$ cat src/rtl/stepper_pkg.sv
// Shared types and constants for the step/dir pulse generator: FSM states,
// control-register bit positions, default timing parameters and the period floor helper.
package stepper_pkg;

  typedef enum logic [1:0] {
    ST_IDLE  = 2'd0,
    ST_SETUP = 2'd1,
    ST_PULSE = 2'd2,
    ST_SPACE = 2'd3
  } state_t;

  localparam int CTRL_EN_BIT   = 0;
  localparam int CTRL_ZERO_BIT = 1;

  localparam int DEF_PULSE_W   = 8;
  localparam int DEF_DIR_SETUP = 4;

  // Unsigned max of the requested period and the minimum legal period.
  function automatic logic [32:0] eff_period(input logic [32:0] period,
                                             input logic [32:0] floor_val);
    return (period > floor_val) ? period : floor_val;
  endfunction

endpackage

$ cat src/rtl/step_pulse_gen_if.sv
// Config-in / motion-out bundle between the SPI register slave and step_pulse_gen.
// ramp_cfg only exists when STEP_RAMP_EN is defined.
interface step_pulse_gen_if;
  import stepper_pkg::*;

  // cfg_load is a one-cycle valid strobe with no ready: the generator always
  // accepts it, and all config words must be stable in the same cycle.
  logic        cfg_load;
  logic [31:0] target_pos;
  logic [31:0] step_period;
  logic [31:0] ctrl;
`ifdef STEP_RAMP_EN
  logic [31:0] ramp_cfg;
`endif

  logic        o_step;
  logic        o_dir;
  logic        o_enable;
  logic        o_busy;
  logic [31:0] o_position;
  state_t      fsm_state;

  modport master (
    output cfg_load, target_pos, step_period, ctrl,
`ifdef STEP_RAMP_EN
    output ramp_cfg,
`endif
    input  o_step, o_dir, o_enable, o_busy, o_position, fsm_state
  );

  modport slave (
    input  cfg_load, target_pos, step_period, ctrl,
`ifdef STEP_RAMP_EN
    input  ramp_cfg,
`endif
    output o_step, o_dir, o_enable, o_busy, o_position, fsm_state
  );

endinterface

$ cat src/rtl/step_period_timer.sv
// Loadable down-counter shared by all timed FSM states; tc is high once the
// count has reached zero, so a load of N-1 gives a state lasting N cycles.
module step_period_timer (
  input  logic        clk,
  input  logic        rst_n,
  input  logic        load,
  input  logic [32:0] load_val,
  output logic        tc
);

  logic [32:0] cnt_q;

  always_ff @(posedge clk or negedge rst_n) begin
    if (!rst_n) begin
      cnt_q <= '0;
    end else if (load) begin
      cnt_q <= load_val;
    end else if (cnt_q != '0) begin
      cnt_q <= cnt_q - 33'd1;
    end
  end

  assign tc = (cnt_q == '0);

endmodule

$ cat src/rtl/step_pulse_gen.sv
// STEP/DIR/ENABLE generator with absolute position tracking.
// Optional start-fast ramp (ramp_cfg) is compiled in with `define STEP_RAMP_EN.
module step_pulse_gen
  import stepper_pkg::*;
#(
  parameter int PULSE_W   = DEF_PULSE_W,
  parameter int DIR_SETUP = DEF_DIR_SETUP
) (
  input  logic           clk,
  input  logic           i_Rst_L,
  step_pulse_gen_if.slave bus
);

  localparam logic [32:0] PERIOD_FLOOR = 33'(2 * PULSE_W);
  localparam logic [32:0] PULSE_LOAD   = 33'(PULSE_W - 1);
  localparam logic [32:0] SETUP_LOAD   = 33'(DIR_SETUP - 1);

  state_t      state_q, state_d;
  logic [31:0] tgt_q, per_q, pos_q;
  logic        en_q, dir_q, dir_d, step_q, busy_q;
  logic        tmr_load, tmr_tc;
  logic [32:0] tmr_val;
  logic [32:0] cur_period;
  logic [32:0] space_load;
  logic        want_up, at_target;
  logic        pulse_entry, setup_entry, space_entry;
  logic        ctrl_unused;

  assign ctrl_unused = ^bus.ctrl[31:2];

  always_ff @(posedge clk or negedge i_Rst_L) begin
    if (!i_Rst_L) begin
      tgt_q <= '0;
      per_q <= '0;
      en_q  <= 1'b0;
    end else if (bus.cfg_load) begin
      tgt_q <= bus.target_pos;
      per_q <= bus.step_period;
      en_q  <= bus.ctrl[CTRL_EN_BIT];
    end
  end

  assign want_up   = $signed(tgt_q) > $signed(pos_q);
  assign at_target = (tgt_q == pos_q);

  assign pulse_entry = (state_d == ST_PULSE) && (state_q != ST_PULSE);
  assign setup_entry = (state_d == ST_SETUP) && (state_q != ST_SETUP);
  assign space_entry = (state_d == ST_SPACE) && (state_q != ST_SPACE);

`ifdef STEP_RAMP_EN
  logic [31:0] ramp_q;
  logic [32:0] cur_q;
  logic [32:0] ramp_dec;
  logic [32:0] per_ext;

  assign ramp_dec = {17'b0, ramp_q[15:0]};
  assign per_ext  = {1'b0, per_q};

  always_ff @(posedge clk or negedge i_Rst_L) begin
    if (!i_Rst_L) begin
      ramp_q <= '0;
    end else if (bus.cfg_load) begin
      ramp_q <= bus.ramp_cfg;
    end
  end

  // Each direction start begins slow and speeds up after every pulse,
  // never going below the programmed period.
  always_ff @(posedge clk or negedge i_Rst_L) begin
    if (!i_Rst_L) begin
      cur_q <= '0;
    end else if (setup_entry) begin
      cur_q <= per_ext + {17'b0, ramp_q[31:16]};
    end else if (space_entry) begin
      cur_q <= (cur_q < per_ext + ramp_dec) ? per_ext : (cur_q - ramp_dec);
    end
  end

  assign cur_period = cur_q;
`else
  assign cur_period = {1'b0, per_q};
`endif

  assign space_load = eff_period(cur_period, PERIOD_FLOOR) - 33'(PULSE_W) - 33'd1;

  always_comb begin
    state_d  = state_q;
    dir_d    = dir_q;
    tmr_load = 1'b0;
    tmr_val  = '0;
    case (state_q)
      ST_IDLE: begin
        if (en_q && !at_target) begin
          state_d  = ST_SETUP;
          dir_d    = want_up;
          tmr_load = 1'b1;
          tmr_val  = SETUP_LOAD;
        end
      end
      ST_SETUP: begin
        if (tmr_tc) begin
          state_d  = ST_PULSE;
          tmr_load = 1'b1;
          tmr_val  = PULSE_LOAD;
        end
      end
      ST_PULSE: begin
        if (tmr_tc) begin
          state_d  = ST_SPACE;
          tmr_load = 1'b1;
          tmr_val  = space_load;
        end
      end
      ST_SPACE: begin
        if (tmr_tc) begin
          if (!en_q || at_target) begin
            state_d = ST_IDLE;
          end else if (want_up == dir_q) begin
            state_d  = ST_PULSE;
            tmr_load = 1'b1;
            tmr_val  = PULSE_LOAD;
          end else begin
            state_d  = ST_SETUP;
            dir_d    = want_up;
            tmr_load = 1'b1;
            tmr_val  = SETUP_LOAD;
          end
        end
      end
      default: state_d = ST_IDLE;
    endcase
  end

  always_ff @(posedge clk or negedge i_Rst_L) begin
    if (!i_Rst_L) begin
      state_q <= ST_IDLE;
      dir_q   <= 1'b0;
      step_q  <= 1'b0;
      busy_q  <= 1'b0;
      pos_q   <= '0;
    end else begin
      state_q <= state_d;
      dir_q   <= dir_d;
      step_q  <= (state_d == ST_PULSE);
      busy_q  <= (state_d != ST_IDLE);
      // Position moves on the STEP rising edge; zeroing is only honoured at rest.
      if (pulse_entry) begin
        pos_q <= dir_q ? (pos_q + 32'd1) : (pos_q - 32'd1);
      end else if (bus.cfg_load && bus.ctrl[CTRL_ZERO_BIT] && (state_q == ST_IDLE)) begin
        pos_q <= '0;
      end
    end
  end

  step_period_timer u_timer (
    .clk      (clk),
    .rst_n    (i_Rst_L),
    .load     (tmr_load),
    .load_val (tmr_val),
    .tc       (tmr_tc)
  );

  assign bus.o_step     = step_q;
  assign bus.o_dir      = dir_q;
  assign bus.o_enable   = en_q;
  assign bus.o_busy     = busy_q;
  assign bus.o_position = pos_q;
  assign bus.fsm_state  = state_q;

endmodule
$ cat src/flat_wrapper.sv
// flat-port wrapper written by rule: the top's interface ports become plain ports
module step_pulse_gen_flat import stepper_pkg::*;
#(
  parameter int PULSE_W   = DEF_PULSE_W,
  parameter int DIR_SETUP = DEF_DIR_SETUP
)
  (clk, i_Rst_L, bus_cfg_load, bus_target_pos, bus_step_period, bus_ctrl, bus_o_step, bus_o_dir, bus_o_enable, bus_o_busy, bus_o_position, bus_fsm_state);
  step_pulse_gen_if bus_i ();
  input  logic clk;
  input  logic i_Rst_L;
  input wire logic [$bits(bus_i.cfg_load)-1:0] bus_cfg_load;
  input wire logic [$bits(bus_i.target_pos)-1:0] bus_target_pos;
  input wire logic [$bits(bus_i.step_period)-1:0] bus_step_period;
  input wire logic [$bits(bus_i.ctrl)-1:0] bus_ctrl;
  output wire logic [$bits(bus_i.o_step)-1:0] bus_o_step;
  output wire logic [$bits(bus_i.o_dir)-1:0] bus_o_dir;
  output wire logic [$bits(bus_i.o_enable)-1:0] bus_o_enable;
  output wire logic [$bits(bus_i.o_busy)-1:0] bus_o_busy;
  output wire logic [$bits(bus_i.o_position)-1:0] bus_o_position;
  output wire logic [$bits(bus_i.fsm_state)-1:0] bus_fsm_state;
  assign bus_i.cfg_load = bus_cfg_load;
  assign bus_i.target_pos = bus_target_pos;
  assign bus_i.step_period = bus_step_period;
  assign bus_i.ctrl = bus_ctrl;
  assign bus_o_step = bus_i.o_step;
  assign bus_o_dir = bus_i.o_dir;
  assign bus_o_enable = bus_i.o_enable;
  assign bus_o_busy = bus_i.o_busy;
  assign bus_o_position = bus_i.o_position;
  assign bus_fsm_state = bus_i.fsm_state;
  step_pulse_gen #(.PULSE_W(PULSE_W), .DIR_SETUP(DIR_SETUP)) u_core (.clk(clk), .i_Rst_L(i_Rst_L), .bus(bus_i));
endmodule
$ cat config.mk
export PLATFORM = sky130hd
export DESIGN_NAME = step_pulse_gen_flat
export DESIGN_NICKNAME = d
export VERILOG_FILES = /design/src/rtl/stepper_pkg.sv /design/src/rtl/step_pulse_gen_if.sv /design/src/rtl/step_period_timer.sv /design/src/rtl/step_pulse_gen.sv /design/src/flat_wrapper.sv
export SDC_FILE = /design/constraint.sdc
export NUM_CORES = 1
export LEC_CHECK = 0
export BUFFER_PORTS_ARGS = -buffer_cell sky130_fd_sc_hd__buf_4
export CORE_MARGIN = 3
export CORE_UTILIZATION = 35
export CTS_CLUSTER_SIZE = 20
export DETAILED_ROUTE_END_ITERATION = 12
export GPL_TIMING_DRIVEN = 1
export HOLD_SLACK_MARGIN = 0.08
export PLACE_DENSITY_LB_ADDON = 0.08
export SYNTH_ARGS = -nofsm -noshare
export SYNTH_HDL_FRONTEND = slang
export SYNTH_SLANG_ARGS = --single-unit
$ cat constraint.sdc
create_clock -name clk -period 5.7 [get_ports clk]
set_clock_uncertainty 0.2 [all_clocks]
set_input_delay 1.14 -clock clk [delete_from_list [all_inputs] [get_ports clk]]
set_output_delay 1.14 -clock clk [all_outputs]
set_load 0.02 [all_outputs]
==> flow_summary_export.csv <==
group,metric,value,unit
global_routing,grt_overflow,0,
final_layout,diodes,0,
timing,rsz0062_at_grt,"false",
global_routing,use_met1,26.07,%
synth,synth_top_flop_cell,"dfrtp_1",
synth,ys_warn_count,0,
clock_tree,clk_latency,430,ps
min_path,min_delay_path_depth,1,
timing,setup_viol,0,
clock_tree,cts_sinks,135,
min_path,min-delay-path-class,"flip-flop to flip-flop",
global_routing,top_usage_layer,"met2",
global_routing,grtUsageMet2,26.22,%
routing,drt_wl_total,23.59,mm
routing,drtIter0Drc,407,
worst_setup_path,crit_path_max_incr_delay,560,ps
clock_tree,hold_buffers,0,
timing,finalCriticalPeriod,4709,ps
clock_tree,cts_buffer_depth,2,
placed_design,dp.cells,1376,
clock_tree,post_cts_buffers,0,
final_layout,fillers,2573,
worst_setup_path,endpoint_kind,"flip-flop",
final_layout,nets,1235,
global_routing,grt_pass1_vias,7349,
power_and_ir_drop,pwr_density_cell,457.4,nW/um^2
final_layout,drive_gt1_share,22.08,%
worst_setup_path,worst_ep_required_time,5810,ps
floorplan,core,25470,um^2
routing,wl_per_cell,16.76,um
final_layout,area_growth,18.32,%
final_layout,fin_util,42.64,%
placed_design,dpl_worst_slack,1001,ps
synth,syn_avg_cell_area,9.531,um^2
floorplan,ioPinCount,137,
timing,setup_slack,991.0,ps
worst_setup_path,worst_r2r_startpoint,"u_core.per_q[6]",
timing,tightest_slew,833.2,ps
floorplan,die_h,167.9,um
clock_tree,cts_made_buffers,17,
power_and_ir_drop,vdd_ir_drop_max,0.1652,mV
placed_design,port_buffers,106,
worst_setup_path,rr_worst_depth,14,
synth,synth_edf_count,0,
routing,drcViolationCount,0,
routing,num_vias,7260,
timing,relSlewSlack,44.12,%
flow_run,max_cap_viol_count,0,
worst_setup_path,r2r_end,"u_core.u_timer.cnt_q[14]",
min_path,worstHoldStart,"u_core.tgt_q[15]",
timing,setup_tns,0,ps
routing,first_pass_iters,5,
worst_setup_path,path_class,"flip-flop to flip-flop",
worst_setup_path,path_cells,"or3_1 > or4_1 > or3b_1 > a2111o_1 > nand2_1 > ha_1 > inv_1 > o21ai_0 > o311ai_2 > or2_2 > nor4_1 > xor2_1 > a21oi_1 > nor2_1",
global_routing,antenna_found_initial,0,
timing,max_freq,212.4,MHz
synth,syn_inst,963,
timing,hold_viol,0,
worst_setup_path,start_kind,"flip-flop",
synth,synth_area,9179,um^2
placed_design,dpl.hpwl,16.84,mm
synth,synth-seq-cells,135,
routing,viasPerCell,5.156,
clock_tree,htreeDepth,4,
timing,drv_slew,0,
floorplan,die_w,167.9,um
final_layout,fin_cells,1408,
min_path,hold_end,"u_core.tgt_q[15]",
global_routing,gr-usage-all-layers,17.44,%
worst_setup_path,r2r_slack,990,ps
clock_tree,postCtsResizedCells,0,
synth,ys_seq_area_share,36.80,%
global_routing,use_met3,3.123,%
synth,synth.distinct_cells,75,
floorplan,fp.dieArea,28200,um^2
floorplan,start_util,36.03,%
floorplan,row_count,58,
timing,fin_crit_sh,82.61,%
placed_design,place_congestion,0.7783,
clock_tree,cts_tree,"built",
worst_setup_path,cp.arrival,4820,ps
clock_tree,cts_root_buf,"clkbuf_16",
routing,ant_nets,0,
run_status,status,"completed",
global_routing,grt_max_degree,58,
synth,synth_nets,1133,
worst_setup_path,crit_path_top_delay_cell,"or3b_1",
power_and_ir_drop,leakage,5.080,nW
synth,ys_async_sr_fraction,100.0,%
global_routing,grt_pass1_wl,39.85,mm
worst_setup_path,critPathMaxFanout,7,
clock_tree,clk_pin_slew,70,ps
## final cells by class
cell class / instances / area (um^2) / area share [%]
Clock inverter: 14 / 141.4 / 1.302
Inverter: 54 / 202.7 / 1.866
Timing Repair Buffer: 118 / 889.6 / 8.191
Multi-Input combinational cell: 739 / 5396 / 49.69
Tap cell: 330 / 412.9 / 3.802
Sequential cell: 135 / 3378 / 31.11
Clock buffer: 18 / 439.2 / 4.044
## cell families after synthesis
| kind of cell | synth area share, % |
|---|---|
| compound gates | 14.07 |
| buf+inv | 4.444 |
| flops | 36.80 |
| fa+ha+maj | 9.760 |
| mux | 11.44 |
| xor+xnor | 7.061 |
| simple gates | 16.43 |
## metrics by stage
step | hold WS [ps] | power, mW | cell area [um^2]
final | 310.3 | 4.967 | 10860
after global routing | 339.4 | 5.432 | 10860
after CTS | 316.7 | 5.017 | 10860
after detailed placement | 302.2 | 3.869 | 10280
after global placement | 296.2 | 3.860 | 10280
after floorplan | 284.9 | 3.220 | 9179
## cells in the mapped netlist, types with 5 or more instances
library cell / count / area [um^2]
dfrtp_1: 135 / 3378
nor2_1: 101 / 379.1
nand2_1: 73 / 274.0
a21oi_1: 71 / 355.3
ha_1: 70 / 875.8
mux2_2: 63 / 709.4
inv_1: 54 / 202.7
xnor2_1: 39 / 341.6
xor2_1: 35 / 306.5
mux2i_1: 31 / 310.3
o21ai_0: 28 / 140.1
nor3_1: 22 / 110.1
clkbuf_1: 19 / 71.32
a21o_1: 16 / 120.1
nand3_1: 16 / 80.08
nand2b_1: 12 / 75.07
nor4_1: 12 / 75.07
nand4_1: 11 / 68.82
or4_1: 10 / 75.07
or3_1: 9 / 56.30
buf_2: 8 / 40.04
o211ai_1: 8 / 60.06
o31ai_1: 8 / 60.06
a2111oi_0: 6 / 52.55
a31oi_1: 6 / 37.54
and2_1: 6 / 37.54
or2_2: 6 / 37.54
a211oi_1: 5 / 37.54
a221oi_1: 5 / 43.79
nor2b_1: 5 / 31.28
## registers in the layout (all words and copies together), names as in the netlist
signal                 flops
u_core.bus.fsm_state       2
u_core.bus.o_busy          1
u_core.bus.o_dir           1
u_core.bus.o_enable        1
u_core.bus.o_position     32
u_core.bus.o_step          1
u_core.per_q              32
u_core.tgt_q              32
u_core.u_timer.cnt_q      33
## critical path, delay by kind of cell, from the launching register on
family | cells | cell delay (ps)
simple gates | 7 | 2300
compound gates | 4 | 1310
flops | 1 | 420
fa+ha+maj | 1 | 180
xor+xnor | 1 | 120
buf+inv | 1 | 50
## how the worst max path moves through the flow
stage / from / to / slack (ps) / depth (start not counted)
global route: u_core.per_q[6] / u_core.u_timer.cnt_q[14] / 660 / 14
finish: u_core.per_q[6] / u_core.u_timer.cnt_q[14] / 990 / 14
floorplan: u_core.per_q[7] / u_core.u_timer.cnt_q[14] / 1550 / 15
detailed placement: u_core.per_q[6] / u_core.u_timer.cnt_q[14] / 1000 / 14
global placement: u_core.bus.o_dir / u_core.bus.o_position[30] / 1030 / 12
CTS: u_core.per_q[6] / u_core.u_timer.cnt_q[14] / 970 / 14
## cells in the final DEF (no fill, tap or decap), drive strengths merged, types with 7 or more instances in the layout
cell type    n
nand3       16
dfrtp      135
o31ai        8
o211ai       9
or2          7
mux2        65
ha          70
xor2        35
a21o        16
or3          9
mux2i       31
and2         8
nor3        23
nand4       11
o21ai       30
nand2       73
xnor2       39
nor2       101
a21oi       72
clkbuf      18
nand2b      12
or4         11
nor4        13
buf        118
inv         60
## per-layer routing
layer / wire [um] / part of all wire (%) / up-vias
met4: 265 / 1.1 / 0
li1: - / - / 3665
met2: 10120 / 43 / 113
met5: 0 / 0 / -
met3: 837 / 3.5 / 17
met1: 12360 / 52 / 3465
## report_power, final
part / leakage [nW] / internal (mW) / total (mW) / switching (mW)
logic: 3.09 / 1.05 / 2.43 / 1.38
clock network: 0.272 / 0.624 / 1.12 / 0.494
registers: 1.71 / 1.16 / 1.42 / 0.253
total: 5.08 / 2.84 / 4.97 / 2.13
(Power assumes the default switching activity.)
